==> src/rtl/uart_pkg.sv <==
// uart_pkg: parity codes, frame FSM encoding and reset-default receiver config
package uart_pkg;
   localparam logic [1:0] PAR_NONE = 2'b00;
   localparam logic [1:0] PAR_ODD  = 2'b01;
   localparam logic [1:0] PAR_EVEN = 2'b10;
   typedef enum logic [1:0] {ST_IDLE, ST_BUSY, ST_CAPTURE} frame_state_t;
   typedef struct packed {
      logic       d_num;
      logic       s_num;
      logic [1:0] par;
   } rx_cfg_t;
   localparam rx_cfg_t CFG_DEFAULT = '{d_num: 1'b1, s_num: 1'b1, par: PAR_NONE};
   function automatic logic par_enabled(input logic [1:0] par);
      return par == PAR_ODD || par == PAR_EVEN;
   endfunction
endpackage

==> src/rtl/uart_rx_fifo.sv <==
// uart_rx_fifo: 9-bit FIFO with separate count; a pop frees room for a same-cycle push when full
module uart_rx_fifo #(
   parameter int DEPTH = 4
) (
   input  logic                     clk,
   input  logic                     rst,
   input  logic                     push,
   input  logic [8:0]               wdata,
   input  logic                     pop,
   output logic [8:0]               rdata,
   output logic                     full,
   output logic                     empty,
   output logic [$clog2(DEPTH):0]   count
);
   localparam int AW = $clog2(DEPTH);
   localparam int CW = AW + 1;
   logic [8:0]    mem [DEPTH];
   logic [AW-1:0] wr_ptr, rd_ptr;
   logic          do_push, do_pop;
   assign empty   = count == '0;
   assign full    = count == CW'(DEPTH);
   assign do_pop  = pop && !empty;
   assign do_push = push && (!full || do_pop);
   assign rdata   = empty ? '0 : mem[rd_ptr];
   always_ff @(posedge clk)
      if (do_push) mem[wr_ptr] <= wdata;
   always_ff @(posedge clk) begin
      if (rst) begin
         wr_ptr <= '0;
         rd_ptr <= '0;
         count  <= '0;
      end else begin
         wr_ptr <= do_push ? wr_ptr + AW'(1) : wr_ptr;
         rd_ptr <= do_pop ? rd_ptr + AW'(1) : rd_ptr;
         count  <= count + CW'(do_push) - CW'(do_pop);
      end
   end
endmodule

==> src/rtl/uart_rx_ctrl.sv <==
// uart_rx_ctrl: owns the UART receiver config and queues each completed frame for the host
module uart_rx_ctrl
   import uart_pkg::*;
#(
   parameter int DEPTH    = 4,
   parameter int IDLE_GAP = 16
) (
   input  logic                   clk,
   input  logic                   rst,
   input  logic                   rx_line,
   input  logic                   rx_avail,
   input  logic [7:0]             rx_data,
   input  logic                   rx_perr,
   output logic                   rx_rst_n,
   output logic                   rx_d_num,
   output logic                   rx_s_num,
   output logic [1:0]             rx_par,
   input  logic                   cfg_wr,
   input  logic                   cfg_d_num,
   input  logic                   cfg_s_num,
   input  logic [1:0]             cfg_par,
   output logic                   cfg_pending,
   output logic                   out_valid,
   input  logic                   out_ready,
   output logic [7:0]             out_data,
   output logic                   out_perr,
   output logic [$clog2(DEPTH):0] fifo_count,
   output logic                   ovf,
   input  logic                   ovf_clr
);
   localparam int GW = $clog2(IDLE_GAP + 1);
   frame_state_t  state;
   logic [GW-1:0] gap;
   rx_cfg_t       shadow, active;
   logic          push, pop, full, empty, gap_qual, apply;
   assign rx_rst_n  = ~rst;
   assign rx_d_num  = active.d_num;
   assign rx_s_num  = active.s_num;
   assign rx_par    = active.par;
   assign push      = state == ST_CAPTURE;
   assign pop       = out_valid && out_ready;
   assign out_valid = !empty;
   assign gap_qual  = state == ST_IDLE && rx_avail && rx_line;
   assign apply     = cfg_pending && gap == GW'(IDLE_GAP);
   // Capture is one cycle after available rises, once the receiver has updated its buffer
   always_ff @(posedge clk) begin
      if (rst) begin
         state       <= ST_IDLE;
         gap         <= '0;
         shadow      <= CFG_DEFAULT;
         active      <= CFG_DEFAULT;
         cfg_pending <= 1'b0;
         ovf         <= 1'b0;
      end else begin
         state       <= state == ST_IDLE ? (rx_avail ? ST_IDLE : ST_BUSY) :
                        state == ST_BUSY ? (rx_avail ? ST_CAPTURE : ST_BUSY) : ST_IDLE;
         gap         <= !gap_qual ? '0 : gap == GW'(IDLE_GAP) ? gap : gap + GW'(1);
         active      <= apply ? shadow : active;
         shadow      <= cfg_wr ? '{d_num: cfg_d_num, s_num: cfg_s_num, par: cfg_par} : shadow;
         cfg_pending <= cfg_wr || (cfg_pending && !apply);
         ovf         <= (push && full && !pop) || (ovf && !ovf_clr);
      end
   end
   uart_rx_fifo #(.DEPTH(DEPTH)) u_fifo (
      .clk   (clk),
      .rst   (rst),
      .push  (push),
      .wdata ({rx_data, rx_perr && par_enabled(active.par)}),
      .pop   (pop),
      .rdata ({out_data, out_perr}),
      .full  (full),
      .empty (empty),
      .count (fifo_count)
   );
endmodule

==> config.mk <==
export PLATFORM = sky130hd
export DESIGN_NAME = uart_rx_ctrl
export DESIGN_NICKNAME = d
export VERILOG_FILES = /design/src/rtl/uart_pkg.sv /design/src/rtl/uart_rx_fifo.sv /design/src/rtl/uart_rx_ctrl.sv
export SDC_FILE = /design/constraint.sdc
export NUM_CORES = 1
export LEC_CHECK = 0
export CAP_MARGIN = 20
export CORE_MARGIN = 4
export CORE_UTILIZATION = 47
export CTS_CLUSTER_SIZE = 16
export DETAILED_ROUTE_END_ITERATION = 8
export PLACE_DENSITY = 0.74
export RECOVER_POWER = 100
export SYNTH_ARGS = -nofsm -noshare
export SYNTH_HDL_FRONTEND = slang
export SYNTH_SLANG_ARGS = --single-unit
==> constraint.sdc <==
create_clock -name clk -period 2 [get_ports clk]
set_clock_uncertainty 0.1 [all_clocks]
set_input_delay 0.4 -clock clk [delete_from_list [all_inputs] [get_ports clk]]
set_output_delay 0.4 -clock clk [all_outputs]
set_load 0.03 [all_outputs]
==> flow_summary.json, run 1 <==
{
  "outcome": "complete, but fails checks",
  "violations": "setup timing",
  "place_ws_ns": -0.5502,
  "hold_slack_ns": 0.3660,
  "synth-simple-area-share_pct": 13.10,
  "grt_util_met3_pct": 4.435,
  "syn_inst": 176,
  "ys_ff_latch": 62,
  "hold-path-cell-count": 1,
  "leakage_nw": 1.295,
  "synthMostInstantiatedCell": "edfxtp_1",
  "period_needed_ns": 2.096,
  "cts_tree": "yes",
  "synth_area_leaders": "edfxtp_1 43%, dfxtp_1 21%, mux4_2 8.0%",
  "die-area_mm2": 0.006624,
  "insertedDiodeCount": 0,
  "clockBufferDepth": 2,
  "swShare_pct": 31.18,
  "synth_top_area_share_pct": 42.71,
  "syn_nets": 205,
  "seqPwrFrac_pct": 36.1,
  "cts_buffers": 9,
  "required_ns": 1.50,
  "synthMuxAreaShare_pct": 10.97,
  "nets": 269,
  "grt_pass1_wl_um": 7424,
  "synthTopCellsByCount": "36 x edfxtp_1, 26 x dfxtp_1, 12 x nor2_1",
  "grt_remaining_overflow": 0,
  "switching_power_mw": 1.294,
  "synth_top_family_by_area": "simple AND/OR/NAND/NOR gates",
  "synth_xor_area_share_pct": 2.768,
  "power.density_mw_per_mm2": 1206,
  "die_w_um": 81.39,
  "slew_headroom_pct": 47.45,
  "worst-r2r-cell-count": 9,
  "synth_compound_area_share_pct": 2.274,
  "critical_path_class": "register to output port",
  "rows": 26,
  "synth_ff_type": "edfxtp_1",
  "layout-drive-gt1-share_pct": 30.61,
  "r2r-start": "u_fifo.count[0]",
  "grtUsageTotal_pct": 15.39,
  "critPathMaxFanout": 4,
  "ys_seq_area_share_pct": 63.27,
  "chipHeight_um": 81.39,
  "area_growth_pct": 35.94,
  "clkTransAtPathRegs_ns": 0.06,
  "start_kind": "register",
  "cts_num_sinks": 62,
  "ios": 40,
  "coreArea_mm2": 0.005172,
  "syn_area_mm2": 0.002531,
  "power_mw": 4.150,
  "grt_pass1_vias": 1567,
  "cts_max_level": 3,
  "async_reset_ff_share_pct": 0,
  "yosysWarnings": 0,
  "cp.arrival_ns": 1.60,
  "wl_um": 4693,
  "yosysTopAreaCell": "edfxtp_1",
  "syn_area_per_cell_um2": 14.38,
  "rr_endpoint": "u_fifo.count[2]",
  "end_kind": "output port",
  "cap_viol_max_count": 0,
  "grt_use_met2_pct": 25.73,
  "clkPwrFrac_pct": 23.7,
  "finalCritPeriodShare_pct": 104.8,
  "synth_edf_count": 36,
  "start_util_pct": 48.94,
  "grt_use_met1_pct": 18.25,
  "min_from": "rx_s_num",
  "fin_ws_ns": -0.09575,
  "hold_class": "register to register",
  "hold_violations": 0,
  "first_iter_violations": 65,
  "yosys.area_share.adder_pct": 4.745,
  "drt-pass1-iter-count": 4,
  "rsz0062_at_grt": "yes",
  "avgRoutedWirePerCell_um": 14.90,
  "whs_endpoint": "rx_s_num",
  "antenna_found_initial": 0,
  "cts.root.buffer_cell": "clkbuf_8",
  "intPower_mw": 2.856,
  "place_area_mm2": 0.003110,
  "vias": 1519,
  "vias_per_cell": 4.822,
  "max_freq_ghz": 0.4772,
  "clk_latency_ns": 0.32,
  "peakVddDrop_mv": 0.5582,
  "final.setup.tns_ns": -0.6529,
  "synth.distinct_cells": 36,
  "r2r_slack_ns": -0.05,
  "dp_hpwl_um": 3180,
  "grt_max_degree": 16,
  "slew_violations": 0,
  "postLayoutCellArea_mm2": 0.003441,
  "remaining_drc_errors": 0,
  "comb_power_share_pct": 40.2,
  "worst_slew_pin_slew_ns": 0.7883,
  "ant_nets": 0,
  "finalSetupViolCount": 10,
  "routabilityCongestion": 0.7242,
  "io_buffer_count": 39,
  "grt.busiest_layer": "met2"
}
cell type report:
cell class                      instances  area (um2)
Timing Repair Buffer                   59       559.3
Multi-Input combinational cell         97       955.9
Tap cell                               70       87.58
Clock buffer                           12       166.4
Clock inverter                          4       18.77
Inverter                               11       41.29
Fill cell                             383        1732
Sequential cell                        62        1612
cell families (layout without fill, tap and decap cells):
family	after synthesis	count (layout)
AND/OR/NAND/NOR	55	55
XOR/XNOR	8	8
buffers and inverters	17	86
AO/OA/AOI/OAI	9	9
flip-flops	62	62
multiplexers	16	16
adder cells (fa/ha/maj)	9	9
per-layer routing:
layer / part of all wire [%] / wire, um
met5: 0 / 0
met4: 1.1 / 51
met3: 4.6 / 216
met2: 51 / 2404
met1: 43 / 2021
how the worst max path moves through the flow:
stage | startpoint | endpoint | slack, ns
2_1_floorplan | u_fifo.count[1] | u_fifo.count[2] | -0.1
4_1_cts | register | out_data[4] | -0.13
3_5_place_dp | out_ready | u_fifo.count[2] | -0.55
6_report | register | out_data[6] | -0.1
5_1_grt | register | out_data[6] | -0.16
3_3_place_gp | out_ready | u_fifo.count[2] | -0.48
flip-flops by register name, summed over array words and instances (netlist names), 2 cells and up, named ones only:
register,cells
shadow,4
u_fifo.rd_ptr,2
u_fifo.wr_ptr,2
u_fifo.mem,36
state,2
gap,5
u_fifo.count,3
rx_par,2
repair_timing:
action                     4_1_cts  5_1_grt
resized for setup               69       24
pin swaps                        4        2
hold buffers                     0        0
setup endpoints to repair       34       12
cloned                           0        1
setup buffers                    2        5
power groups by stage:
| stage | Combinational (mW) | Sequential (mW) | Clock [mW] |
|---|---|---|---|
| 6_report | 1.67 | 1.50 | 0.984 |
| 5_1_grt | 1.79 | 1.51 | 1.07 |
| 4_1_cts | 1.31 | 1.50 | 1.01 |
| 3_5_place_dp | 1.28 | 1.52 | 0 |
| 3_3_place_gp | 1.26 | 1.52 | 0 |
| 2_1_floorplan | 0.732 | 1.56 | 0 |
critical path, cell delays in order (launching register included):
cell and delay, ns:
dfxtp_2 0.35, buf_6 0.13, mux4_2 0.50, nor2b_1 0.14
buf_4 0.16
cell usage in the layout, fill, tap and decap left out, types with 3 or more instances in the layout:
cell type	n
inv_1	8
xnor2_1	3
clkdlybuf4s50_1	13
nor2b_4	7
nor2b_1	4
o21ai_0	3
mux2i_1	6
xor2_1	4
ha_1	6
nor2_1	12
and2_1	4
clkinv_2	3
dfxtp_1	22
dlygate4sd2_1	5
and3_1	3
clkbuf_8	10
buf_4	16
buf_6	9
dlygate4sd3_1	10
nand2_1	8
mux4_2	9
edfxtp_1	36
clkbuf_1	3
through the flow:
step,std cells,util (%)
global placement,291,60.14
global route,315,66.52
finish,315,66.52
CTS,309,63.96
floorplan,176,-
detailed placement,291,60.14
Power figures use the tool's default switching activity.
==> inputs of run 2 (changes only) <==
--- a/config.mk
+++ b/config.mk
@@ -10,6 +10,7 @@
 export CORE_UTILIZATION = 47
 export CTS_CLUSTER_SIZE = 16
 export DETAILED_ROUTE_END_ITERATION = 8
+export GPL_TIMING_DRIVEN = 0
 export PLACE_DENSITY = 0.74
 export RECOVER_POWER = 100
 export SYNTH_ARGS = -nofsm -noshare
==> run 2 against run 1 <==
The run still ends with setup timing left. Die area unchanged. Worst hold slack worse by 0.0015 ns. Critical path depth unchanged. Cell area down 3.1%. Register-to-register slack worse by 0.03 ns. Non-clock buffer count down 9. Sequential cell count unchanged.
==> flow_summary.json, run 2 (synthesis results as in run 1) <==
{
  "dp_hpwl_um": 2757,
  "cts_max_level": 3,
  "min_from": "rx_s_num",
  "rr_endpoint": "u_fifo.count[2]",
  "end_kind": "output port",
  "cts_tree": "yes",
  "start_util_pct": 48.94,
  "clockBufferDepth": 2,
  "fillers": 384,
  "ant_nets": 0,
  "finalCritPeriodShare_pct": 105.9,
  "r2r_slack_ns": -0.08,
  "place_area_mm2": 0.003029,
  "fin_ws_ns": -0.1173,
  "max_freq_ghz": 0.4723,
  "grt_pass1_wl_um": 6837,
  "rows": 26,
  "clkTransAtPathRegs_ns": 0.07,
  "ios": 40,
  "leakage_nw": 1.253,
  "cts_num_sinks": 62,
  "seq_area_mm2": 0.001615,
  "vias_per_cell": 4.948,
  "die-area_mm2": 0.006624,
  "critical_path_class": "register to output port",
  "grt_max_degree": 11,
  "grt_pass1_vias": 1436,
  "rsz0062_at_grt": "yes",
  "violations": "setup timing",
  "finalSetupViolCount": 10,
  "area_growth_pct": 31.78,
  "clk_latency_ns": 0.32,
  "nets": 260,
  "remaining_drc_errors": 0,
  "multi_input_area_um2": 918.4,
  "required_ns": 1.50,
  "chipHeight_um": 81.39,
  "start_kind": "register",
  "layout_common_cells": "36 x edfxtp_1, 21 x dfxtp_1, 14 x clkdlybuf4s50_1",
  "routabilityCongestion": 0.7090,
  "cp.arrival_ns": 1.62,
  "whs_endpoint": "rx_s_num",
  "period_needed_ns": 2.117,
  "peakVddDrop_mv": 0.6432,
  "layout-drive-gt1-share_pct": 26.38,
  "met1_length_um": 1826,
  "slew_violations": 0,
  "outcome": "complete, but fails checks",
  "hold_violations": 0,
  "largest_reg_flops": 36,
  "r2r-start": "u_fifo.count[1]",
  "layout_commonest_cell": "edfxtp_1",
  "hold-path-cell-count": 1,
  "worst_slew_pin_slew_ns": 0.5046,
  "top_layer_used": "met4",
  "final.setup.tns_ns": -0.9012,
  "hold_class": "register to register",
  "wl_met3_um": 247,
  "postLayoutCellArea_mm2": 0.003336,
  "antenna_found_initial": 0,
  "coreArea_mm2": 0.005172,
  "critPathMaxFanout": 5,
  "die_w_um": 81.39,
  "route.met2.wl_um": 2036,
  "slew_headroom_pct": 66.36,
  "avgRoutedWirePerCell_um": 13.66,
  "power.density_mw_per_mm2": 1180,
  "drt-pass1-iter-count": 4,
  "grtUsageTotal_pct": 14.17,
  "vias": 1509,
  "first_iter_violations": 74,
  "worst-r2r-cell-count": 9,
  "grt_remaining_overflow": 0,
  "cap_viol_max_count": 0,
  "cts.root.buffer_cell": "clkbuf_8",
  "cts_buffers": 9,
  "largest_registers": "u_fifo.mem (36), gap (5), shadow (4)",
  "insertedDiodeCount": 0,
  "top_register": "u_fifo.mem",
  "post-route-util_pct": 64.49,
  "io_buffer_count": 38,
  "wl_um": 4167
}
## run 2: per-layer routing
layer,global-route usage [%],vias up
li1,-,742
met1,17.20,729
met2,22.64,31
met3,5.876,7
met4,5.068,0
met5,0,-
## run 2: worst max path at each step
stage               cells after the start         endpoint       startpoint  slack (ns)
finish                                  4         out_perr         register       -0.12
global route                            9  u_fifo.count[2]  u_fifo.count[1]       -0.21
CTS                                     4         out_perr         register       -0.16
detailed placement                      8  u_fifo.count[2]        out_ready       -0.57
global placement                        8  u_fifo.count[2]        out_ready       -0.54
floorplan                               9  u_fifo.count[2]  u_fifo.count[1]        -0.1
## run 2: through the flow
stage	worst slack [ns]	power [mW]	instances	hold slack [ns]
after floorplan	-0.09516	2.289	176	0.3327
after global placement	-0.5414	2.679	284	0.3522
after detailed placement	-0.5684	2.695	284	0.3514
after CTS	-0.1563	3.874	302	0.3704
after global routing	-0.2146	4.144	305	0.3937
final	-0.1173	3.936	305	0.3645
## run 2: cell type report
type	count	share of cell area (%)
sequential	62	48.42
multi-input combinational	97	27.53
timing repair buffer	45	13.54
clock buffer	10	3.826
tap	70	2.626
clock inverter	5	1.538
inverter	11	1.275
buffer	5	1.238
## run 2: worst max-delay path, cell delays in order (launching register included)
cell	delay, ns
dfxtp_4	0.37
buf_8	0.13
mux4_2	0.50
nor2b_1	0.14
buf_4	0.16
## run 2: repair_timing
| item | 4_1_cts | 5_1_grt |
|---|---|---|
| gates resized for setup | 74 | 11 |
| setup endpoints to repair | 50 | 13 |
| hold endpoints to repair | 0 | 0 |
| hold buffers | 0 | 0 |
| gates cloned | 1 | 0 |
| setup buffers | 3 | 3 |
| pin swaps | 5 | 3 |
## run 2: where the power goes
| group | internal (mW) | switching, mW |
|---|---|---|
| Clock | 0.560 | 0.436 |
| Sequential | 1.43 | 0.0923 |
| Combinational | 0.741 | 0.675 |
| Total | 2.73 | 1.20 |
